--- src/rtl/muldiv_unit.sv ---
// muldiv_unit: MULT/MULTU/DIV/DIVU into HI/LO, 33-cycle iterative latency (MULT/MULTU 1 cycle with MULDIV_FAST_MUL_EN).
// No backpressure: start is ignored while busy, and the caller stalls on busy until the done pulse.
module muldiv_unit #(
  parameter int WIDTH = 32
) (
  input  logic             clk,
  input  logic             rst_n,
  input  logic             start,
  input  logic [1:0]       op,
  input  logic [WIDTH-1:0] a,
  input  logic [WIDTH-1:0] b,
  input  logic             wr_hi,
  input  logic             wr_lo,
  input  logic [WIDTH-1:0] wd,
  output logic             busy,
  output logic             done,
  output logic [WIDTH-1:0] hi,
  output logic [WIDTH-1:0] lo
);

  localparam int CW = $clog2(WIDTH);

  typedef enum logic [1:0] {IDLE, CALC, FIX} state_t;

  state_t               state_q, state_d;
  logic [CW-1:0]        cnt_q, cnt_d;
  logic [2*WIDTH-1:0]   acc_q, acc_d;
  logic [WIDTH-1:0]     b_q, b_d;
  logic [1:0]           op_q, op_d;
  logic                 neg_res_q, neg_res_d;
  logic                 neg_rem_q, neg_rem_d;
  logic                 div0_q, div0_d;
  logic [WIDTH-1:0]     hi_q, hi_d;
  logic [WIDTH-1:0]     lo_q, lo_d;
  logic                 done_q, done_d;

  // Operand magnitudes; op[0]=1 selects the unsigned variants.
  logic             a_neg, b_neg;
  logic [WIDTH-1:0] a_abs, b_abs;
  assign a_neg = ~op[0] & a[WIDTH-1];
  assign b_neg = ~op[0] & b[WIDTH-1];
  assign a_abs = a_neg ? (~a + WIDTH'(1)) : a;
  assign b_abs = b_neg ? (~b + WIDTH'(1)) : b;

  // Shift-add step: low half holds remaining multiplier bits, high half the partial product.
  logic [WIDTH-1:0]   mul_addend;
  logic [WIDTH:0]     mul_sum;
  logic [2*WIDTH-1:0] mul_next;
  assign mul_addend = acc_q[0] ? b_q : {WIDTH{1'b0}};
  assign mul_sum    = {1'b0, acc_q[2*WIDTH-1:WIDTH]} + {1'b0, mul_addend};
  assign mul_next   = {mul_sum, acc_q[WIDTH-1:1]};

  // Restoring divide step: high half is the remainder, low half shifts dividend out / quotient in.
  logic [WIDTH:0]     rem_sh;
  logic               div_ge;
  logic [WIDTH-1:0]   div_diff;
  logic [WIDTH-1:0]   rem_new;
  logic [2*WIDTH-1:0] div_next;
  assign rem_sh   = acc_q[2*WIDTH-1:WIDTH-1];
  assign div_ge   = rem_sh >= {1'b0, b_q};
  assign div_diff = rem_sh[WIDTH-1:0] - b_q;
  assign rem_new  = div_ge ? div_diff : rem_sh[WIDTH-1:0];
  assign div_next = {rem_new, acc_q[WIDTH-2:0], div_ge};

  logic [2*WIDTH-1:0] prod_mag;
`ifdef MULDIV_FAST_MUL_EN
  logic [2*WIDTH-1:0] fast_prod;
  assign fast_prod = {{WIDTH{1'b0}}, acc_q[WIDTH-1:0]} * {{WIDTH{1'b0}}, b_q};
  assign prod_mag  = op_q[1] ? acc_q : fast_prod;
`else
  assign prod_mag  = acc_q;
`endif

  // Sign fix-up; a zero divisor leaves the remainder equal to a and forces an all-ones quotient.
  logic [2*WIDTH-1:0] prod_fix;
  logic [WIDTH-1:0]   quo_fix, rem_fix;
  assign prod_fix = neg_res_q ? (~prod_mag + (2*WIDTH)'(1)) : prod_mag;
  assign quo_fix  = div0_q ? {WIDTH{1'b1}} :
                    (neg_res_q ? (~acc_q[WIDTH-1:0] + WIDTH'(1)) : acc_q[WIDTH-1:0]);
  assign rem_fix  = neg_rem_q ? (~acc_q[2*WIDTH-1:WIDTH] + WIDTH'(1)) : acc_q[2*WIDTH-1:WIDTH];

  always_comb begin
    state_d   = state_q;
    cnt_d     = cnt_q;
    acc_d     = acc_q;
    b_d       = b_q;
    op_d      = op_q;
    neg_res_d = neg_res_q;
    neg_rem_d = neg_rem_q;
    div0_d    = div0_q;
    hi_d      = hi_q;
    lo_d      = lo_q;
    done_d    = 1'b0;
    case (state_q)
      IDLE: begin
        if (start) begin
          op_d      = op;
          acc_d     = {{WIDTH{1'b0}}, a_abs};
          b_d       = b_abs;
          neg_res_d = a_neg ^ b_neg;
          neg_rem_d = a_neg;
          div0_d    = (b == {WIDTH{1'b0}});
          cnt_d     = '0;
          state_d   = CALC;
`ifdef MULDIV_FAST_MUL_EN
          if (!op[1]) state_d = FIX;
`endif
        end else begin
          if (wr_hi) hi_d = wd;
          if (wr_lo) lo_d = wd;
        end
      end
      CALC: begin
        acc_d = op_q[1] ? div_next : mul_next;
        cnt_d = cnt_q + CW'(1);
        if (cnt_q == CW'(WIDTH-1)) state_d = FIX;
      end
      FIX: begin
        if (op_q[1]) begin
          hi_d = rem_fix;
          lo_d = quo_fix;
        end else begin
          hi_d = prod_fix[2*WIDTH-1:WIDTH];
          lo_d = prod_fix[WIDTH-1:0];
        end
        done_d  = 1'b1;
        state_d = IDLE;
      end
      default: state_d = IDLE;
    endcase
  end

  always_ff @(posedge clk or negedge rst_n) begin
    if (!rst_n) begin
      state_q   <= IDLE;
      cnt_q     <= '0;
      acc_q     <= '0;
      b_q       <= '0;
      op_q      <= '0;
      neg_res_q <= 1'b0;
      neg_rem_q <= 1'b0;
      div0_q    <= 1'b0;
      hi_q      <= '0;
      lo_q      <= '0;
      done_q    <= 1'b0;
    end else begin
      state_q   <= state_d;
      cnt_q     <= cnt_d;
      acc_q     <= acc_d;
      b_q       <= b_d;
      op_q      <= op_d;
      neg_res_q <= neg_res_d;
      neg_rem_q <= neg_rem_d;
      div0_q    <= div0_d;
      hi_q      <= hi_d;
      lo_q      <= lo_d;
      done_q    <= done_d;
    end
  end

  assign busy = (state_q != IDLE);
  assign done = done_q;
  assign hi   = hi_q;
  assign lo   = lo_q;

endmodule

--- config.mk ---
export PLATFORM = sky130hd
export DESIGN_NAME = muldiv_unit
export DESIGN_NICKNAME = d
export VERILOG_FILES = /design/src/rtl/muldiv_unit.sv
export SDC_FILE = /design/constraint.sdc
export NUM_CORES = 1
export LEC_CHECK = 0
export ABC_AREA = 1
export CAP_MARGIN = 10
export CORE_MARGIN = 1.5
export CORE_UTILIZATION = 30
export CTS_BUF_LIST = sky130_fd_sc_hd__clkbuf_4
export CTS_CLUSTER_SIZE = 10
export DETAILED_ROUTE_END_ITERATION = 12
export HOLD_SLACK_MARGIN = 0.15
export PLACE_DENSITY = 0.46
export SETUP_SLACK_MARGIN = 0.05
export SYNTH_ARGS = -nofsm -noshare
export SYNTH_HDL_FRONTEND = slang
export SYNTH_SLANG_ARGS = --single-unit
--- constraint.sdc ---
create_clock -name clk -period 2.7 [get_ports clk]
set_input_delay 0.405 -clock clk [delete_from_list [all_inputs] [get_ports clk]]
set_output_delay 0.405 -clock clk [all_outputs]
set_load 0.01 [all_outputs]
Word level (Yosys, flattened, before mapping)
Index checks and enable logic that the tools add are counted.
{ "word_totals": {"in_bits": 103, "reg_bits": 173, "wordCells": 72, "output_inout_bits": 66} }
{ "classes": {"n_bitwise": 9, "add_sub_neg": 8, "muxes": 25, "order_cmp": 1, "n_eq_ne": 8, "reduce_logical": 10} }
{ "op_table": {"columns": ["operator", "n"], "rows": [
  ["32-bit 2-to-1 mux", 13],
  ["64-bit 2-to-1 mux", 3],
  ["32-bit by 1-bit adder with 32-bit output (second input constant)", 4],
  ["32-bit NOT", 4],
  ["32-bit one-hot mux with 2 select lines", 2],
  ["64-bit one-hot mux with 2 select lines", 1],
  ["64-bit by 1-bit adder with 64-bit output (second input constant)", 1],
  ["64-bit NOT", 1],
  ["32-bit by 32-bit adder with 33-bit output", 1],
  ["33-bit by 32-bit greater-or-equal comparator with 1-bit output", 1],
  ["32-bit zero test", 1],
  ["32-bit subtractor", 1],
  ["2-bit inequality test (second input constant)", 5],
  ["5-bit one-hot mux with 2 select lines", 1],
  ["2-bit AND reduction", 3],
  ["3-bit AND reduction", 2],
  ["2-bit nonzero test", 3],
  ["5-bit by 1-bit adder with 5-bit output (second input constant)", 1],
  ["5-bit == test (second input constant)", 1],
  ["5-bit 2-to-1 mux", 1],
  ["2-bit 2-to-1 mux", 2],
  ["2-bit one-hot mux with 2 select lines", 1],
  ["1-bit AND", 2],
  ["2-bit by 1-bit == test with 1-bit output (second input constant)", 1],
  ["other kinds (5)", 5]
]} }

Longest topological paths before layout
Gate-level depths: netlist of the first run.
{ "logic_depth": {"depth_word": 6, "ltp_mapped": 19, "mapped_depth_nobuf": 18} }

Least setup slack after synthesis of the first run
No wires, ideal clock.
{ "synth_timing": {"path_type": "reg-to-reg", "start": "register acc_q[0]", "end": "register acc_q[62]", "setup_slack_ps": 468, "path_buffers": 2, "stages_incl_launch_ff": 19, "setup_ps": 116, "arrival_time_ps": 2116, "period_less_slack_ps": 2232, "t_required_ps": 2584, "cell_sequence": "dfrtp_1 > buf_2 > clkbuf_1 > nand2_1 > inv_1 > ha_1 > or2_2 > nand3_1 > nand2_1 > nand2_1 > nand2_1 > nand3_1 > nand2_1 > nand2_1 > nand3_1 > nand2_1 > inv_1 > nand2_1 > nand2_1"} }
{ "synth_between": {"elab_chain_cells": 4} }
{ "synth_lines": {"columns": ["element", "line", "text"], "rows": [
  ["from (decl)", "27", "logic [2*WIDTH-1:0] acc_q, acc_d;"],
  ["from (signal assigned)", "137", "acc_q <= '0;"],
  ["from (signal assigned)", "149", "acc_q <= acc_d;"],
  ["32-bit 2-to-1 mux", "49", "assign mul_addend = acc_q[0] ? b_q : {WIDTH{1'b0}};"],
  ["32-bit by 32-bit adder with 33-bit output", "50", "assign mul_sum = {1'b0, acc_q[2*WIDTH-1:WIDTH]} + {1'b0, mul_addend};"],
  ["64-bit 2-to-1 mux", "114", "acc_d = op_q[1] ? div_next : mul_next;"],
  ["64-bit one-hot mux with 2 select lines", "94", "case (state_q)"]
]} }
No other way between the ends.
A chain may end at the register's enable or synchronous reset.

Worst setup path after layout of the first run
{ "layout_timing": {"start": "register acc_q[0]", "end": "register acc_q[53]"} }
Same word-level chain as after synthesis.

==> impl_metrics.yaml, run 1 <==
run_status:
  outcome: "completed"
timing:
  whs_ns: 0.238
  worst_slack_ns: 0.114
  period_minus_slack_ns: 2.59
  finalSetupViolCount: 0
  rsz0062_at_grt: "true"
  min_period_over_period: 0.958
  fin_skew_ns: 0.0463
  tightest_slew_ns: 0.769
  finalHoldViolCount: 0
  slew_violations: 0
  max_freq_mhz: 387
  slew_headroom: 0.488
global_routing:
  grt_usage: 0.277
  grt_pass1_vias: 19411
  antenna_found_initial: 4
  grt_overflow: 0
  grt_pass1_wl_mm: 123
  grt_max_degree: 84
layout:
  drive_gt1_frac: 0.121
  fin_nets: 3483
  stdcell_count: 4090
  area_growth_syn_to_layout_pct: 28.0
  fillers: 6371
floorplanning:
  core_area_um2: 57500
  initial_core_util: 0.303
  fp-row-count: 88
  die_w_um: 244
  die_h_um: 244
  die_area_um2: 59500
  ioPinCount: 169
synth:
  synth_nets: 3175
  yosysWarnings: 0
  synth_top_cell_area_share: 0.247
  ys_seq_elements: 172
  netlist_top_cells_area: "dfrtp_1 (25%), nand2_1 (21%), inv_1 (9.2%)"
  yosysSeqAreaShare: 0.247
  avgSynthCellArea_um2: 5.80
  async_reset_ff_frac: 1.00
  synthCells: 3000
  synth_area_um2: 17400
  synth_common_cells: "nand2_1 (961), inv_1 (425), nand3_1 (316), nor2_1 (292), o21ai_0 (208)"
  ys_types: 49
  synth_edf_count: 0
  synth_most_common_cell: "nand2_1"
  synthFlopType: "dfrtp_1"
  synth_top_area_cell: "dfrtp_1"
setup_path:
  path_cells: "buf_12 -> nand2_1 -> inv_1 -> ha_4 -> nand2_1 -> o21ai_2 -> nand2_1 -> nand2_2 -> nand2_1 -> nand2_1 -> buf_12 -> nand2_1 -> nand3_1 -> nand3_1 -> nand2_2 -> inv_1 -> nand2_1 -> nand2_1"
  critPathMaxStageDelay_ns: 0.46
  crit_required_ns: 3.39
  cp-end-kind: "flip-flop"
  start_kind: "flip-flop"
  cp.arrival_ns: 3.28
  crit_fanout: 21
  path_delay_family: "simple AND/OR/NAND/NOR gates"
  worst-path-buf-inv: 4
  cpMostUsedCell: "nand2_1"
  critPathKind: "flip-flop to flip-flop"
  critPathSlowestCell: "dfrtp_1"
clocking:
  clock_latency_ns: 0.80
  clkSinkCount: 172
  cts_root_buf: "clkbuf_4"
  clk_pin_slew_ns: 0.19
  cts_tree: "yes"
  htree_num_levels: 4
  cts_buffer_depth: 2
  cts_made_buffers: 17
flow_run:
  cap_violations: 0
detailed_routing:
  routed_wl_mm: 83.0
  drt_first_pass_iters: 5
  initialDrtViolationCount: 1836
  via_per_inst: 5.06
  drc: 0
  vias: 20681
  antenna_left: 0
  avgRoutedWirePerCell_um: 20.3
placement:
  portBuffers: 168
  pre_cts_slack_ns: -0.172
  dp_hpwl_mm: 68.4
  dp_cells: 4047
  place.gp.congestion: 0.954
power:
  ir_worst_vdd_uv: 467
  total_power_w: 0.0323
  power_density_nw_per_um2: 1450
  leakage_nw: 11.2
worst_hold_path:
  min_path_type: "input pin to flip-flop"
-- per-layer routing --
metal | wire length (um) | vias to the layer above | share of wire | GRT usage
met5 | 0 | - | 0 | 0
met4 | 2680 | 0 | 0.032 | 0.0959
met3 | 5020 | 98 | 0.060 | 0.0424
met2 | 35600 | 686 | 0.43 | 0.421
met1 | 39700 | 9628 | 0.48 | 0.395
li1 | - | 10269 | - | -
-- registers in the layout, indices dropped and copies added, names as in the netlist --
register / count
done: 1
hi: 32
state_q: 2
acc_q: 64
lo: 32
cnt_q: 5
neg_rem_q: 1
b_q: 32
neg_res_q: 1
div0_q: 1
op_q: 1
-- layout by cell type, fill, tap and decap left out, types with 8 or more instances in the layout --
master             n
buf_12            12
xor2_1            25
ha_1              50
a21oi_1          149
clkdlybuf4s50_1  167
xnor2_1            9
nand3b_1          26
o211ai_1          12
ha_2               8
clkbuf_4          17
nor3_1            34
buf_4            206
a31oi_1           21
nand3_1          308
nand3_2           10
o21bai_1          17
o21ai_1           10
nor2_4            12
dfrtp_1          166
inv_1            421
a21oi_2           16
ha_4              12
or2_2             12
nand2_2           20
a22oi_1           10
inv_2              9
nand2_1          946
nor2_1           266
nand4_1           30
nor2_2            25
o21ai_0          201
-- kinds of logic (layout without fill, tap and decap cells) --
kind of cell             after synthesis  in the layout  synth area share
XOR/XNOR                              34             34            0.0171
flip-flops                           172            172             0.247
AO/OA/AOI/OAI                        474            474             0.149
other                                  0              6                 0
AND/OR/NAND/NOR                     1715           1715             0.416
buffers and inverters                533            852             0.118
adder cells (fa/ha/maj)               72             72            0.0526
-- through the flow --
step | utilization | instance area (um^2) | TNS [ns]
after floorplan | - | 17400 | 0
after global placement | 0.373 | 21400 | -0.467
after detailed placement | 0.373 | 21400 | -0.431
after CTS | 0.379 | 21800 | 0
after global routing | 0.388 | 22300 | 0
final | 0.388 | 22300 | 0
-- worst register-to-register path: cells and delay by family (launching register included) --
| family | cells | cell delay (ns) |
|---|---|---|
| AOI/OAI and AO/OA | 1 | 0.25 |
| adders and majority gates | 1 | 0.30 |
| DFF | 1 | 0.46 |
| and+or+nand+nor | 12 | 1.02 |
| buffers and inverters | 4 | 0.46 |
-- power breakdown --
group / total (W) / internal, W / switching [W]
registers: 0.00522 / 0.00389 / 0.00133
clock network: 0.00185 / 0.000656 / 0.00120
logic: 0.0252 / 0.00968 / 0.0156
-- path summary, 6_finish.rpt --
check                          from         to  slack (ns)  cells after the start
setup / recovery           acc_q[0]  acc_q[53]        0.11                     18
hold / removal               wd[28]     lo[28]        0.24                      3
setup reg to reg           acc_q[0]  acc_q[53]        0.11                     18
hold reg to reg               lo[8]      lo[8]        0.53                      2
max in group asynchronous     rst_n      lo[5]        2.06                      3
min in group asynchronous     rst_n  acc_q[33]        0.26                      3
-- cell type report --
class / count / area (um^2) / area share
diodes: 6 / 15.0 / 0.000673
clock buffers: 17 / 128 / 0.00572
clock inverters: 13 / 178 / 0.00797
inverters: 432 / 1620 / 0.0727
multi-input cells: 2295 / 11600 / 0.518
flip-flops and latches: 172 / 4310 / 0.193
well taps: 765 / 957 / 0.0429
repair buffers: 390 / 3530 / 0.158
-- repair_timing --
action,CTS,global route
hold buffers,3,0
gates cloned,0,0
gates resized for setup,5,116
endpoints found under the hold margin,173,0
buffers inserted,1,3
endpoints found under the setup margin,7,47
pin swaps,0,9
Note: power is estimated with default switching activity, not from simulation.
==> inputs of run 2 (changes only) <==
--- a/config.mk
+++ b/config.mk
@@ -15,6 +15,7 @@
 export HOLD_SLACK_MARGIN = 0.15
 export PLACE_DENSITY = 0.46
 export SETUP_SLACK_MARGIN = 0.05
+export SLEW_MARGIN = 40
 export SYNTH_ARGS = -nofsm -noshare
 export SYNTH_HDL_FRONTEND = slang
 export SYNTH_SLANG_ARGS = --single-unit
==> results of run 2 <==
No change in the layout: final DEF, timing and power equal those of run 1.
==> inputs of run 3 (changes only) <==
--- a/config.mk
+++ b/config.mk
@@ -9,11 +9,12 @@
 export CAP_MARGIN = 10
 export CORE_MARGIN = 1.5
 export CORE_UTILIZATION = 30
-export CTS_BUF_LIST = sky130_fd_sc_hd__clkbuf_4
+export CTS_BUF_LIST = sky130_fd_sc_hd__clkbuf_8 sky130_fd_sc_hd__clkbuf_16
 export CTS_CLUSTER_SIZE = 10
 export DETAILED_ROUTE_END_ITERATION = 12
 export HOLD_SLACK_MARGIN = 0.15
 export PLACE_DENSITY = 0.46
+export REMOVE_ABC_BUFFERS = 1
 export SETUP_SLACK_MARGIN = 0.05
 export SLEW_MARGIN = 40
 export SYNTH_ARGS = -nofsm -noshare
==> run 3 against run 2 <==
Net effect:
- sequential power decreased by 3%
- non-clock buffer count increased by 13
- power is 0.21% lower
- hold slack better by 0.18 ns
- clock power rose by 45%
- global-route usage shrank 0.48 points
- register-to-register slack is essentially flat
- clock-buffer cell count up 1
- highest routed layer unchanged
- clock skew fell by 0.028 ns
- routed wire length shrank 2.2%
==> impl_metrics.yaml, run 3 (synthesis gave the netlist of run 1 again) <==
timing:
  max_freq_mhz: 389
  tightest_slew_ns: 0.872
  min_period_over_period: 0.953
  rsz0062_at_grt: "true"
  finalHoldViolCount: 0
  fin_skew_ns: 0.0186
  period_minus_slack_ns: 2.57
  finalSetupViolCount: 0
  slew_violations: 0
  slew_headroom: 0.419
clocking:
  cts_root_buf: "clkbuf_16"
  clk_pin_slew_ns: 0.08
  clock_latency_ns: 0.52
  cts_buffer_depth: 2
  clkSinkCount: 172
  cts_made_buffers: 17
  htree_num_levels: 4
  cts_tree: "yes"
floorplanning:
  fp-row-count: 88
  die_w_um: 244
  initial_core_util: 0.303
  ioPinCount: 169
  core_area_um2: 57500
  die_area_um2: 59500
  die_h_um: 244
detailed_routing:
  vias: 20547
  antenna_left: 0
  initialDrtViolationCount: 1561
  via_per_inst: 5.01
  drt_first_pass_iters: 5
  avgRoutedWirePerCell_um: 19.8
  drc: 0
  routed_wl_mm: 81.2
power:
  ir_worst_vdd_uv: 598
  leakage_nw: 11.4
  power_density_nw_per_um2: 1440
global_routing:
  grt_max_degree: 67
  grt_pass1_wl_mm: 122
  grt_overflow: 0
  grt_usage: 0.272
  antenna_found_initial: 0
  grt_pass1_vias: 20409
layout:
  drive_gt1_frac: 0.110
  mostFrequentLayoutCell: "nand2_1"
  largest_register_ffs: 64
  fin_nets: 3496
  final_cell_mix: "nand2_1 (953), inv_1 (422), nand3_1 (310), nor2_1 (276), buf_4 (219)"
  area_growth_syn_to_layout_pct: 28.6
  diodes: 0
  fin_util: 0.390
  finish.instance_area_um2: 22400
  largest-register: "acc_q"
setup_path:
  critPathMaxStageDelay_ns: 0.44
  cp.arrival_ns: 2.98
  cp-end-kind: "flip-flop"
  crit_fanout: 31
  critPathKind: "flip-flop to flip-flop"
  start_kind: "flip-flop"
  worst-path-buf-inv: 5
  path_delay_family: "simple AND/OR/NAND/NOR gates"
  cpMostUsedCell: "nand2_1"
  crit_required_ns: 3.11
  critPathSlowestCell: "dfrtp_1"
  path_cells: "buf_12 -> nand2_1 -> inv_1 -> ha_2 -> nand2_1 -> inv_1 -> nand2_1 -> inv_1 -> nand2_1 -> nand3b_1 -> nand3_1 -> nand3_1 -> nand2_1 -> inv_1 -> nand2_1 -> nand2_1"
worst_hold_path:
  min_path_type: "input pin to async pin"
placement:
  place.gp.congestion: 0.967
  portBuffers: 168
  dp_hpwl_mm: 65.6
  placed_area_um2: 21600
run_status:
  outcome: "completed"
flow_run:
  cap_violations: 0
==> run 3: cell types whose count changed in the layout (fill, tap and decap cells not counted), moves of 10 or more <==
| cell | before | now |
|---|---|---|
| clkbuf_16 | 0 | 17 |
| buf_4 | 206 | 219 |
| clkbuf_4 | 17 | 0 |
| nor2_1 | 266 | 276 |
| ha_1 | 50 | 62 |
==> run 3: metrics by stage <==
step	setup WS, ns	hold slack (ns)	TNS (ns)	power [W]	instances
after global routing	-0.00404	0.446	-0.00404	0.0353	4099
after floorplan	-3.83	0.109	-321.42	0.0185	2899
after CTS	0.0600	0.417	0	0.0319	4098
after detailed placement	-0.365	0.419	-0.418	0.0290	4065
after global placement	-0.413	0.413	-0.427	0.0290	4063
final	0.128	0.415	0	0.0322	4099
==> run 3: path summary, 6_finish.rpt <==
path                       slack [ns]      from        end  cells after the start
setup reg to reg                 0.13  acc_q[0]  acc_q[56]                     16
min in group clk                 0.48     op[1]    op_q[1]                      3
max in group asynchronous        1.48     rst_n  acc_q[14]                      3
hold / removal                   0.42     rst_n    b_q[23]                      2
setup / recovery                 0.13  acc_q[0]  acc_q[56]                     16
hold reg to reg                  0.51    lo[11]     lo[11]                      2
==> run 3: final cells by class <==
class,instances,area (um^2)
flip-flops and latches,172,4310
inverters,432,1620
multi-input cells,2295,11300
repair buffers,403,3630
clock buffers,18,439
clock inverters,14,155
well taps,765,957
fillers,6439,35100
==> run 3: metal layers <==
layer  up-vias  track usage  wire length (um)
met2       514        0.476             39500
met4         0        0.129              3680
met1      9596        0.329             35000
li1      10287            -                 -
met5         -            0                 0
met3       150       0.0346              2960
==> run 3: repair_timing <==
item / CTS / global route
endpoints found under the setup margin: 6 / 39
gates resized for setup: 4 / 55
hold buffers: 1 / 0
buffers inserted: 0 / 1
pin swaps: 0 / 5
endpoints found under the hold margin: 46 / 0
==> run 3: where the power goes <==
part	total [W]	switching, W	internal, W
clock network	0.00269	0.00135	0.00134
registers	0.00505	0.00115	0.00390
logic	0.0245	0.0150	0.00950
total	0.0322	0.0175	0.0147
